<file path="src/rtl/worker_pipe.sv">
// Worker pipeline: buffers incoming instruction packets in a small FIFO and issues
// one or two results per packet on a registered valid/ready output port.
module worker_pipe #(
    parameter int PACKET_WIDTH        = 146,
    parameter int WORKER_RESULT_WIDTH = 46,
    parameter int FIFO_DEPTH          = 4,
    parameter bit EXT_OPS             = 1'b1,
    parameter int CNT_WIDTH           = 16
) (
    input  logic                           CLK,
    input  logic                           RST,
    input  logic                           RECEIVE_PC_VALID,
    input  logic [PACKET_WIDTH-1:0]        RECEIVE_PC_DATA,
    output logic                           RECEIVE_PC_READY,
    output logic                           SEND_WR_VALID,
    output logic [WORKER_RESULT_WIDTH-1:0] SEND_WR_DATA,
    input  logic                           SEND_WR_READY,
    output logic [$clog2(FIFO_DEPTH):0]    FIFO_LEVEL,
    output logic [CNT_WIDTH-1:0]           RESULT_COUNT,
    output logic                           ERR_OPCODE
);
    // state   | meaning
    // S_IDLE  | nothing on the output; pops and retires illegal packets here
    // S_SEND1 | first (or only) result of the current packet presented
    // S_SEND2 | second result of DISTRIBUTE/SYNC presented
    localparam int PTR_W = $clog2(FIFO_DEPTH);
    localparam int LVL_W = PTR_W + 1;

    localparam logic [3:0] INSN_DISTRIBUTE = 4'd1;
    localparam logic [3:0] INSN_SYNC       = 4'd2;
    localparam logic [3:0] INSN_SWITCH     = 4'd3;
    localparam logic [3:0] INSN_SET_COLOR  = 4'd4;
    localparam logic [3:0] INSN_PLUS       = 4'd5;
    localparam logic [3:0] INSN_MINUS      = 4'd6;
    localparam logic [3:0] INSN_AND        = 4'd7;
    localparam logic [3:0] INSN_OR         = 4'd8;
    localparam logic [3:0] INSN_XOR        = 4'd9;
    localparam logic [3:0] INSN_NZ         = 4'd10;
    localparam logic [3:0] INSN_EQ         = 4'd11;
    localparam logic [3:0] INSN_LT         = 4'd12;
    localparam logic [1:0] OPT_DIRECT      = 2'd0;

    typedef struct packed {
        logic [3:0]  opcode;
        logic [3:0]  color;
        logic [1:0]  opt;
        logic [7:0]  addr;
        logic [31:0] data1;
        logic [31:0] data2;
        logic [31:0] data3;
        logic [31:0] data4;
    } packet_t;

    typedef struct packed {
        logic [1:0]  opt;
        logic [7:0]  addr;
        logic [3:0]  color;
        logic [31:0] data;
    } result_t;

    typedef enum logic [1:0] {S_IDLE, S_SEND1, S_SEND2} state_e;

    localparam int PKT_BITS = $bits(packet_t);

    function automatic logic is_legal(input logic [3:0] op);
        case (op)
            INSN_DISTRIBUTE, INSN_SYNC, INSN_SWITCH, INSN_SET_COLOR,
            INSN_PLUS, INSN_AND, INSN_NZ:                              return 1'b1;
            INSN_MINUS, INSN_OR, INSN_XOR, INSN_EQ, INSN_LT:           return EXT_OPS;
            default:                                                   return 1'b0;
        endcase
    endfunction

    function automatic result_t direct(input logic [31:0] addr, input logic [3:0] color,
                                       input logic [31:0] data);
        return '{opt: OPT_DIRECT, addr: addr[7:0], color: color, data: data};
    endfunction

    function automatic result_t first_result(input packet_t p);
        result_t r;
        r = '{opt: p.opt, addr: p.addr, color: p.color, data: '0};
        case (p.opcode)
            INSN_DISTRIBUTE: r = direct(p.data2, p.color, p.data1);
            INSN_SYNC:       r = direct(p.data3, p.color, p.data1);
            INSN_SWITCH:     r = (p.data2 != '0) ? direct(p.data3, p.color, p.data1)
                                                 : direct(p.data4, p.color, p.data1);
            INSN_SET_COLOR:  r = '{opt: p.opt, addr: p.addr, color: p.data2[3:0], data: p.data1};
            INSN_PLUS:       r.data = p.data1 + p.data2;
            INSN_MINUS:      r.data = p.data1 - p.data2;
            INSN_AND:        r.data = p.data1 & p.data2;
            INSN_OR:         r.data = p.data1 | p.data2;
            INSN_XOR:        r.data = p.data1 ^ p.data2;
            INSN_NZ:         r.data = 32'(p.data1 != '0);
            INSN_EQ:         r.data = 32'(p.data1 == p.data2);
            INSN_LT:         r.data = 32'(p.data1 < p.data2);
            default:         r = '0;
        endcase
        return r;
    endfunction

    function automatic result_t second_result(input packet_t p);
        if (p.opcode == INSN_SYNC) return direct(p.data4, p.color, p.data2);
        return direct(p.data3, p.color, p.data1);
    endfunction

    logic [PACKET_WIDTH-1:0] mem [FIFO_DEPTH];
    logic [PTR_W-1:0]        wr_ptr, rd_ptr;
    logic [LVL_W-1:0]        level, level_nx;
    logic                    rdy_en;
    state_e                  state, state_nx;
    result_t                 second_res;
    logic                    has_second;
    logic                    push, pop, load_first, load_second, clear_valid, set_err, finish;
    logic                    nonempty, send_done, head_legal;
    packet_t                 head;

    assign head             = packet_t'(mem[rd_ptr][PKT_BITS-1:0]);
    assign nonempty         = (level != '0);
    assign head_legal       = is_legal(head.opcode);
    assign send_done        = SEND_WR_VALID && SEND_WR_READY;
    assign RECEIVE_PC_READY = RST && rdy_en && (level != LVL_W'(FIFO_DEPTH));
    assign push             = RECEIVE_PC_VALID && RECEIVE_PC_READY;
    assign FIFO_LEVEL       = level;

    always_comb begin
        state_nx    = state;
        pop         = 1'b0;
        load_first  = 1'b0;
        load_second = 1'b0;
        clear_valid = 1'b0;
        set_err     = 1'b0;
        finish      = 1'b0;
        case (state)
            S_IDLE: begin
                if (nonempty) begin
                    pop = 1'b1;
                    if (head_legal) begin
                        load_first = 1'b1;
                        state_nx   = S_SEND1;
                    end else begin
                        set_err = 1'b1;
                    end
                end
            end
            S_SEND1: begin
                if (send_done) begin
                    if (has_second) begin
                        load_second = 1'b1;
                        state_nx    = S_SEND2;
                    end else begin
                        finish = 1'b1;
                    end
                end
            end
            S_SEND2:  finish = send_done;
            default:  state_nx = S_IDLE;
        endcase
        // An illegal head is left for S_IDLE so it is always retired in its own cycle.
        if (finish) begin
            if (nonempty && head_legal) begin
                pop        = 1'b1;
                load_first = 1'b1;
                state_nx   = S_SEND1;
            end else begin
                clear_valid = 1'b1;
                state_nx    = S_IDLE;
            end
        end
        level_nx = level;
        if (push && !pop)      level_nx = level + LVL_W'(1);
        else if (pop && !push) level_nx = level - LVL_W'(1);
    end

    always_ff @(posedge CLK) begin
        if (push) mem[wr_ptr] <= RECEIVE_PC_DATA;
    end

    always_ff @(posedge CLK) begin
        if (!RST) begin
            wr_ptr        <= '0;
            rd_ptr        <= '0;
            level         <= '0;
            rdy_en        <= 1'b0;
            state         <= S_IDLE;
            SEND_WR_VALID <= 1'b0;
            SEND_WR_DATA  <= '0;
            second_res    <= '0;
            has_second    <= 1'b0;
            RESULT_COUNT  <= '0;
            ERR_OPCODE    <= 1'b0;
        end else begin
            rdy_en <= 1'b1;
            level  <= level_nx;
            state  <= state_nx;
            if (push) wr_ptr <= wr_ptr + PTR_W'(1);
            if (pop)  rd_ptr <= rd_ptr + PTR_W'(1);
            if (load_first) begin
                SEND_WR_VALID <= 1'b1;
                SEND_WR_DATA  <= WORKER_RESULT_WIDTH'(first_result(head));
                second_res    <= second_result(head);
                has_second    <= (head.opcode == INSN_DISTRIBUTE) || (head.opcode == INSN_SYNC);
            end else if (load_second) begin
                SEND_WR_DATA  <= WORKER_RESULT_WIDTH'(second_res);
            end else if (clear_valid) begin
                SEND_WR_VALID <= 1'b0;
            end
            if (send_done) RESULT_COUNT <= RESULT_COUNT + CNT_WIDTH'(1);
            if (set_err)   ERR_OPCODE   <= 1'b1;
        end
    end
endmodule

</file>
<file path="config.mk">
export PLATFORM = sky130hd
export DESIGN_NAME = worker_pipe
export DESIGN_NICKNAME = d
export VERILOG_FILES = /design/src/rtl/worker_pipe.sv
export SDC_FILE = /design/constraint.sdc
export NUM_CORES = 1
export LEC_CHECK = 0
export BUFFER_PORTS_ARGS = -buffer_cell sky130_fd_sc_hd__buf_2
export CAP_MARGIN = 5
export CORE_ASPECT_RATIO = 1.25
export CORE_MARGIN = 10
export CORE_UTILIZATION = 31
export CTS_BUF_LIST = sky130_fd_sc_hd__clkbuf_16
export DETAILED_ROUTE_END_ITERATION = 6
export PLACE_DENSITY = 0.57
export SLEW_MARGIN = 20
export SYNTH_ARGS = -nofsm -noshare
export SYNTH_HDL_FRONTEND = slang
export SYNTH_SLANG_ARGS = --single-unit
</file>
<file path="constraint.sdc">
create_clock -name CLK -period 4.65 [get_ports CLK]
set_clock_uncertainty 0.05 [all_clocks]
set_input_delay 0.6975 -clock CLK [delete_from_list [all_inputs] [get_ports CLK]]
set_output_delay 0.6975 -clock CLK [all_outputs]
set_load 0.02 [all_outputs]
</file>
# == Word level (Yosys, flattened, before mapping) ==
# Memory sizes are Yosys's and may differ from the RTL's. A register that Yosys moved wholly into a read port is not among the register bits.
# Cells that the tools add are included.
# totals
reg_bits,121
ramBits,584
rom_bits,16
input_bits,150
out_inout_bits,68
elab_cells,117
mem_count,2
# classes
addsub,7
n_lt_le_gt_ge,1
eq_ne,22
muxes,47
bitwise,3
n_reduce_logical,21
# mem_list
name,depth,word_bits,read_ports,rd_ports_with_merged_regs,wr,line_no,rtl
mem,4,146,1,1,1,106,logic [PACKET_WIDTH-1:0] mem [FIFO_DEPTH];
(no name shown),16,1,1,0,0,66,case (op)
# op_table
operator,count
32-bit case mux with 10 select lines,1
46-bit 2-to-1 mux,4
14-bit case mux with 5 select lines,1
32-bit nonzero test,2
44-bit 2-to-1 mux,1
32-bit adder,1
32-bit bitwise AND,1
32-bit == test,1
32-bit less-than comparator,1
32-bit bitwise OR,1
32-bit subtractor,1
32-bit XOR,1
1-bit 2-to-1 mux,29
"4-bit == test, second input constant",5
"16-bit by 1-bit adder with 16-bit output, second input constant",1
"4-bit by 3-bit == test with 1-bit output, second input constant",4
"3-bit != test, second input constant",5
2-bit 2-to-1 mux,7
"4-bit by 2-bit == test with 1-bit output, second input constant",2
8-bit OR reduction,1
1-bit logical AND,7
3-bit 2-to-1 mux,2
2-bit case mux with 3 select lines,1
2-bit nonzero test,3
other kinds (15),18

# == Logic depth before layout (Yosys ltp) ==
# Gate-level depths: netlist (run 1).
# An unclocked memory read counts as a cell.
# depth
ltp_word,9
depth_mapped,16

# == Worst setup path after synthesis (run 1) ==
# OpenSTA, ideal clock, no wires.
# synth_timing
path_kind,flip-flop to flip-flop
from,register (tool-made name)
to,register SEND_WR_DATA[24]
setup_time_ps,122
arrival_ps,3984
slack_ps,494
path_stages_with_launch,16
path_buffers,3
cell_sequence,dfxtp_1 > clkbuf_1 > buf_1 > clkbuf_1 > mux4_2 > inv_1 > ha_1 > nand4_1 > nor2_1 > or4b_2 > o21ai_0 > o211ai_1 > a21oi_1 > o311a_1 > a32oi_1 > o311a_1
# synth_lines
item,line_no,rtl
end signal: assignment,199,SEND_WR_DATA <= WORKER_RESULT_WIDTH'(first_result(head));
end signal: assignment,203,SEND_WR_DATA <= WORKER_RESULT_WIDTH'(second_res);
end: declaration,16,"output logic [WORKER_RESULT_WIDTH-1:0] SEND_WR_DATA,"

==> results of run 1 <==
==> worst reg2reg max path, cell delays in order, from the launching register on <==
cell and delay, ns:
dfxtp_4 0.45, buf_12 0.22, mux4_2 0.64, inv_1 0.13
ha_1 0.33, nor4_2 0.35, nand2_1 0.11, a21oi_1 0.18
a211oi_1 0.11, buf_4 0.19, o31a_1 0.36, o311ai_0 0.45
buf_4 0.19, mux2i_1 0.19, o221ai_1 0.17, and3_1 0.25
==> cell type report <==
| class | count | area, sq um | share of cell area (%) |
|---|---|---|---|
| diodes | 1 | 2.502 | 0.008365 |
| clock buffers | 53 | 1326 | 4.433 |
| clock inverters | 38 | 276.5 | 0.9243 |
| inverters | 102 | 382.9 | 1.280 |
| multi-input cells | 1312 | 10200 | 34.10 |
| flip-flops and latches | 513 | 14200 | 47.47 |
| well taps | 1062 | 1329 | 4.442 |
| repair buffers | 322 | 2197 | 7.344 |
==> cells in the final DEF (no fill, tap or decap), drive strengths merged, types with 26 or more instances in the layout <==
master  synthesis  final
edfxtp        392    392
buf            37    322
nand2         240    240
inv           102    122
dfxtp         121    121
ha            115    115
nor2          104    104
mux4           98     98
a21oi          91     91
o21ai          90     90
nand3          62     62
clkbuf         86     53
o211a          48     48
o211ai         45     45
a31oi          33     33
a221oi         30     30
nor4           26     26
==> final timing paths <==
| check | startpoint | to | cells past startpoint |
|---|---|---|---|
| hold reg to reg | second_res[32] | second_res[32] | 2 |
| setup reg to reg | register | SEND_WR_DATA[31] | 15 |
| setup / recovery | register | SEND_WR_DATA[31] | 15 |
| hold / removal | RECEIVE_PC_DATA[145] | mem[3][145] | 1 |
==> logic make-up after synthesis <==
kind of cell | count (synthesis) | synth area share [%]
simple gates | 560 | 10.14
flops | 513 | 56.28
compound gates | 491 | 13.64
buf+inv | 225 | 3.552
mux | 123 | 9.748
fa+ha+maj | 118 | 5.943
xor+xnor | 20 | 0.6945
==> sequential cells by signal (all words and copies together), names as in the netlist, named ones only <==
name           count
has_second         1
SEND_WR_VALID      1
second_res        44
rdy_en             1
state              2
ERR_OPCODE         1
mem              392
rd_ptr             2
wr_ptr             2
RESULT_COUNT      16
SEND_WR_DATA      46
FIFO_LEVEL         3
==> power breakdown <==
part	internal (mW)	switching [mW]	leakage [nW]
logic	4.41	7.12	5.96
clock network	2.27	1.72	0.845
registers	5.43	0.302	4.54
==> per-layer routing <==
layer | up-vias | track usage [%]
li1 | 8332 | -
met1 | 9084 | 20.13
met2 | 471 | 29.98
met3 | 155 | 3.172
met4 | 14 | 6.881
met5 | - | 0
==> what timing repair did <==
action	CTS	global route
endpoints found under the setup margin	0	3
buffers inserted	0	0
resized for setup	0	4
hold endpoints to repair	0	0
==> results.cfg, run 1 <==
[sta]
setup_viol = 0
min_period_ns = 4.440
rsz0062_at_grt = false
worst_pin_slew_ns = 1.036
hold_slack_ns = 0.2502
slew_headroom_pct = 29.15
final.period_utilization_pct = 95.49
hold_viol = 0
setup_slack_ns = 0.2097
fin_setup_tns_ns = 0
slew_violations = 0
fmax_mhz = 225.2

[placement]
dpl.hpwl_um = 59960
place_ws_ns = 0.1523
placedInstanceArea_sq_um = 28300
dp_cells = 3311
routabilityCongestion = 0.9612
port_buffers = 169

[worst_setup_path]
crit_family = compound AO/OA/AOI/OAI gates
crit_top_cell = buf_4
cp_cell_sequence = buf_12 -> mux4_2 -> inv_1 -> ha_1 -> nor4_2 -> nand2_1 -> a21oi_1 -> a211oi_1 -> buf_4 -> o31a_1 -> o311ai_0 -> buf_4 -> mux2i_1 -> o221ai_1 -> and3_1
crit_type = register to register
end_kind = register
r2r_slack_ns = 0.21
slowest_stage = mux4_2
critPathMaxFanout = 17
slowest_delay_ns = 0.63
worstSetupStartpointType = register
required_ns = 5.10
worst-path-buf-inv = 4
crit_arrival_ns = 4.89

[clock_tree]
clk_latency_ns = 0.62
hold_buffers = 0
numClockSinks = 513
clk_pin_slew_worst_paths_ns = 0.06
cts_tree = yes
numCtsBuffers = 49
clk_path_buf_depth = 3
cts-root-buf = clkbuf_16
htree_levels = 2

[cells_and_area]
drive_gt1_share_pct = 21.92
final_area_sq_um = 29920
num-nets-final = 2568
finalNonFillerCells = 3403
fin_util_pct = 37.21
final.fill_count = 7863
syn_to_final_growth_pct = 18.61

[grt]
grt_first_pass_wirelength_um = 121300
overflow = 0
grtUsageTotal_pct = 17.08
grt_max_degree = 82
grt_pass1_vias = 18637
antenna_found_initial = 12

[die]
core-area_sq_um = 80410
dieWidth_um = 275.1
die_y_um = 338.9
die-area_sq_um = 93240
ioPinCount = 218
fp-row-count = 116
initial_core_util_pct = 31.37

[yosys]
synth_area_sq_um = 25220
synth.most_common_cell = edfxtp_1
synth-seq-cells = 513
synth_top_area_share_pct = 46.67
synth_fp_nets = 2318
synth_area_per_cell_sq_um = 12.30
synth_warnings = 0
yosysSeqAreaShare_pct = 56.28
yosysTopAreaCell = edfxtp_1
asyncSetResetFlopFracSynth_pct = 0
syn-instance-count = 2050
ys_top_cells_by_count = 392 x edfxtp_1, 240 x nand2_1, 121 x dfxtp_1
yosysUniqueCellTypes = 69
synth_area_leaders = edfxtp_1 47%, dfxtp_1 9.6%, mux4_2 8.8%, ha_1 5.7%, nand2_1 3.6%
synth_edf_count = 392
synthFlopType = edfxtp_1

[routing]
top_layer_used = met5
drt-vias-per-instance = 5.306
drtAntennaViolNets = 0
drt_first_iter_violations = 1341
wl_met2_um = 41410
drt-met1-wl_um = 32560
first_pass_iters = 6
drc = 0
wl_met3_um = 4091
wl_per_cell_um = 23.92
routed_wl_um = 81410
num_vias = 18056

[power_and_ir_drop]
p_leak_nw = 11.34
cellPowerDensity_nw_per_um2 = 710.4
peakVddDrop_mv = 0.3823
power.total_mw = 21.25

[worst_hold_path]
hold_path.class = input port to register

[job]
timing.max_cap.violations = 0

[status]
status = complete, no violations
(Power assumes the default switching activity.)
==> run 2, diff against run 1 <==
ABC_AREA = 1   (was not set)
==> results.cfg, run 2 <==
[status]
status = complete, no violations

[clock_tree]
clk_pin_slew_worst_paths_ns = 0.07
cts_resized = 0
clk_path_buf_depth = 3
numClockSinks = 513
htree_levels = 2
cts_tree = yes
hold_buffers = 0
numCtsBuffers = 49
cts_setup_buffers = 0
cts-root-buf = clkbuf_16
clk_latency_ns = 0.62

[die]
ioPinCount = 218
die_y_um = 353.7
core-area_sq_um = 88530
initial_core_util_pct = 31.19
dieWidth_um = 287.0
fp-row-count = 122
die-area_sq_um = 101500

[cells_and_area]
reg.largest.list = mem (392), SEND_WR_DATA (46), second_res (44)
final_common_cell = nand2_1
largest_reg_flops = 392
fin_util_pct = 35.43
mostFrequentLayoutCells = 1156 x nand2_1, 392 x edfxtp_1, 357 x inv_1
final_area_sq_um = 31370
syn_to_final_growth_pct = 13.60
drive_gt1_share_pct = 10.39
num-nets-final = 3753
regMostFlops = mem

[yosys]
synth_warnings = 0
synth.most_common_cell = nand2_1
synth_fp_nets = 3610
ys_top_cells_by_count = 1157 x nand2_1, 392 x edfxtp_1, 344 x inv_1
syn-instance-count = 3342
synth-seq-cells = 513
synth_area_sq_um = 27620
yosysUniqueCellTypes = 44
asyncSetResetFlopFracSynth_pct = 0
synthFlopType = edfxtp_1
synth_area_per_cell_sq_um = 8.263
yosysTopAreaCell = edfxtp_1
synth_top_area_share_pct = 42.63
synth_area_leaders = edfxtp_1 43%, nand2_1 16%, dfxtp_1 8.8%, nand3_1 5.4%, ha_1 5.2%
synth_edf_count = 392
yosysSeqAreaShare_pct = 51.40

[grt]
antenna_found_initial = 17
overflow = 0
grt_first_pass_wirelength_um = 137300
grt_pass1_vias = 21791
grt_max_degree = 79
grtUsageTotal_pct = 17.64

[sta]
slew_violations = 0
rsz0062_at_grt = false
final.period_utilization_pct = 86.67
hold_viol = 0
slew_headroom_pct = 32.18
min_period_ns = 4.030
worst_pin_slew_ns = 1.007
setup_viol = 0
fmax_mhz = 248.1

[routing]
wl_per_cell_um = 19.52
routed_wl_um = 91870
drt-vias-per-instance = 4.869
num_vias = 22915
first_pass_iters = 6
drc = 0
drtAntennaViolNets = 0
drt_first_iter_violations = 1688

[worst_setup_path]
crit_type = register to register
worstSetupStartpointType = register
required_ns = 5.11
critPathMaxFanout = 35
crit_arrival_ns = 4.49
end_kind = register

[placement]
port_buffers = 169
placedInstanceArea_sq_um = 29790
routabilityCongestion = 0.9854
dpl.hpwl_um = 68140

[power_and_ir_drop]
power.total_mw = 22.84
cellPowerDensity_nw_per_um2 = 728.2
peakVddDrop_mv = 0.2640
p_leak_nw = 13.52

[worst_hold_path]
hold_path.class = input port to register
hold_start = RECEIVE_PC_DATA[1]

[job]
timing.max_cap.violations = 0
## run 2: changes by cell type in the layout (fill, tap and decap cells not counted), sizes merged, moves of 98 or more
cell and change:
inv +250, mux4 -98, nand2 +943, nand3 +239
nor2 +112, a21oi +100
## run 2: power by group
group / total, mW / internal (mW) / switching (mW)
registers: 5.63 / 5.38 / 0.250
logic: 13.3 / 3.64 / 9.68
clock network: 3.89 / 2.12 / 1.77
## run 2: path summary, 6_finish.rpt
check,slack (ns),depth (start not counted),endpoint
setup / recovery,0.62,18,SEND_WR_DATA[30]
hold / removal,0.24,1,mem[0][1]
setup reg to reg,0.62,18,SEND_WR_DATA[30]
hold reg to reg,0.41,2,SEND_WR_DATA[44]
## run 2: worst max-delay path, stage by stage, from the launching register on
cell and delay, ns:
dfxtp_4 0.44, inv_6 0.25, buf_4 0.42, buf_4 0.35, nand2_1 0.08, nand3_1 0.07, nand2_1 0.14, ha_1 0.59
nand2_1 0.16, nor2_1 0.27, nand2_1 0.13, nor4_1 0.20, nand2_1 0.13, nand2_1 0.09, nand2_1 0.05, nand3_1 0.07
nand3_1 0.20, nand2_1 0.12, a21oi_1 0.07
## run 2: cell families after synthesis
family	after synthesis	share of synthesized area, %
xor gates and xnor gates	9	0.2855
DFF	513	51.40
and+or+nand+nor	1757	26.17
AOI/OAI and AO/OA	446	9.035
buffers and inverters	499	7.689
adders and majority gates	118	5.428
## run 2: metal layers
layer  part of all wire (%)  track usage [%]  vias to the layer above
met4                    5.9            9.833                       18
met3                    5.2            2.295                      196
met5                   0.14                0                        -
li1                       -                -                    11272
met2                     50            31.07                      617
met1                     39            20.36                    10812
## run 2: metrics by stage
stage               cells  setup WS (ns)  hold slack, ns  TNS (ns)
finish               4706         0.6199          0.2366         0
global route         4704         0.2821          0.2230         0
CTS                  4702         0.6703          0.2061         0
detailed placement   4612         0.6954          0.4024         0
global placement     4612         0.6514          0.4003         0
floorplan            3342         -1.247          0.3913   -488.99
## run 2: cell type report
cell class	instances	area [sq um]
Sequential cell	513	14200
Fill cell	9237	57160
Clock buffer	51	1276
Timing Repair Buffer	238	1451
Inverter	353	1333
Clock inverter	39	294.0
Multi-Input combinational cell	2330	11330
Tap cell	1178	1474
Antenna cell	4	10.01
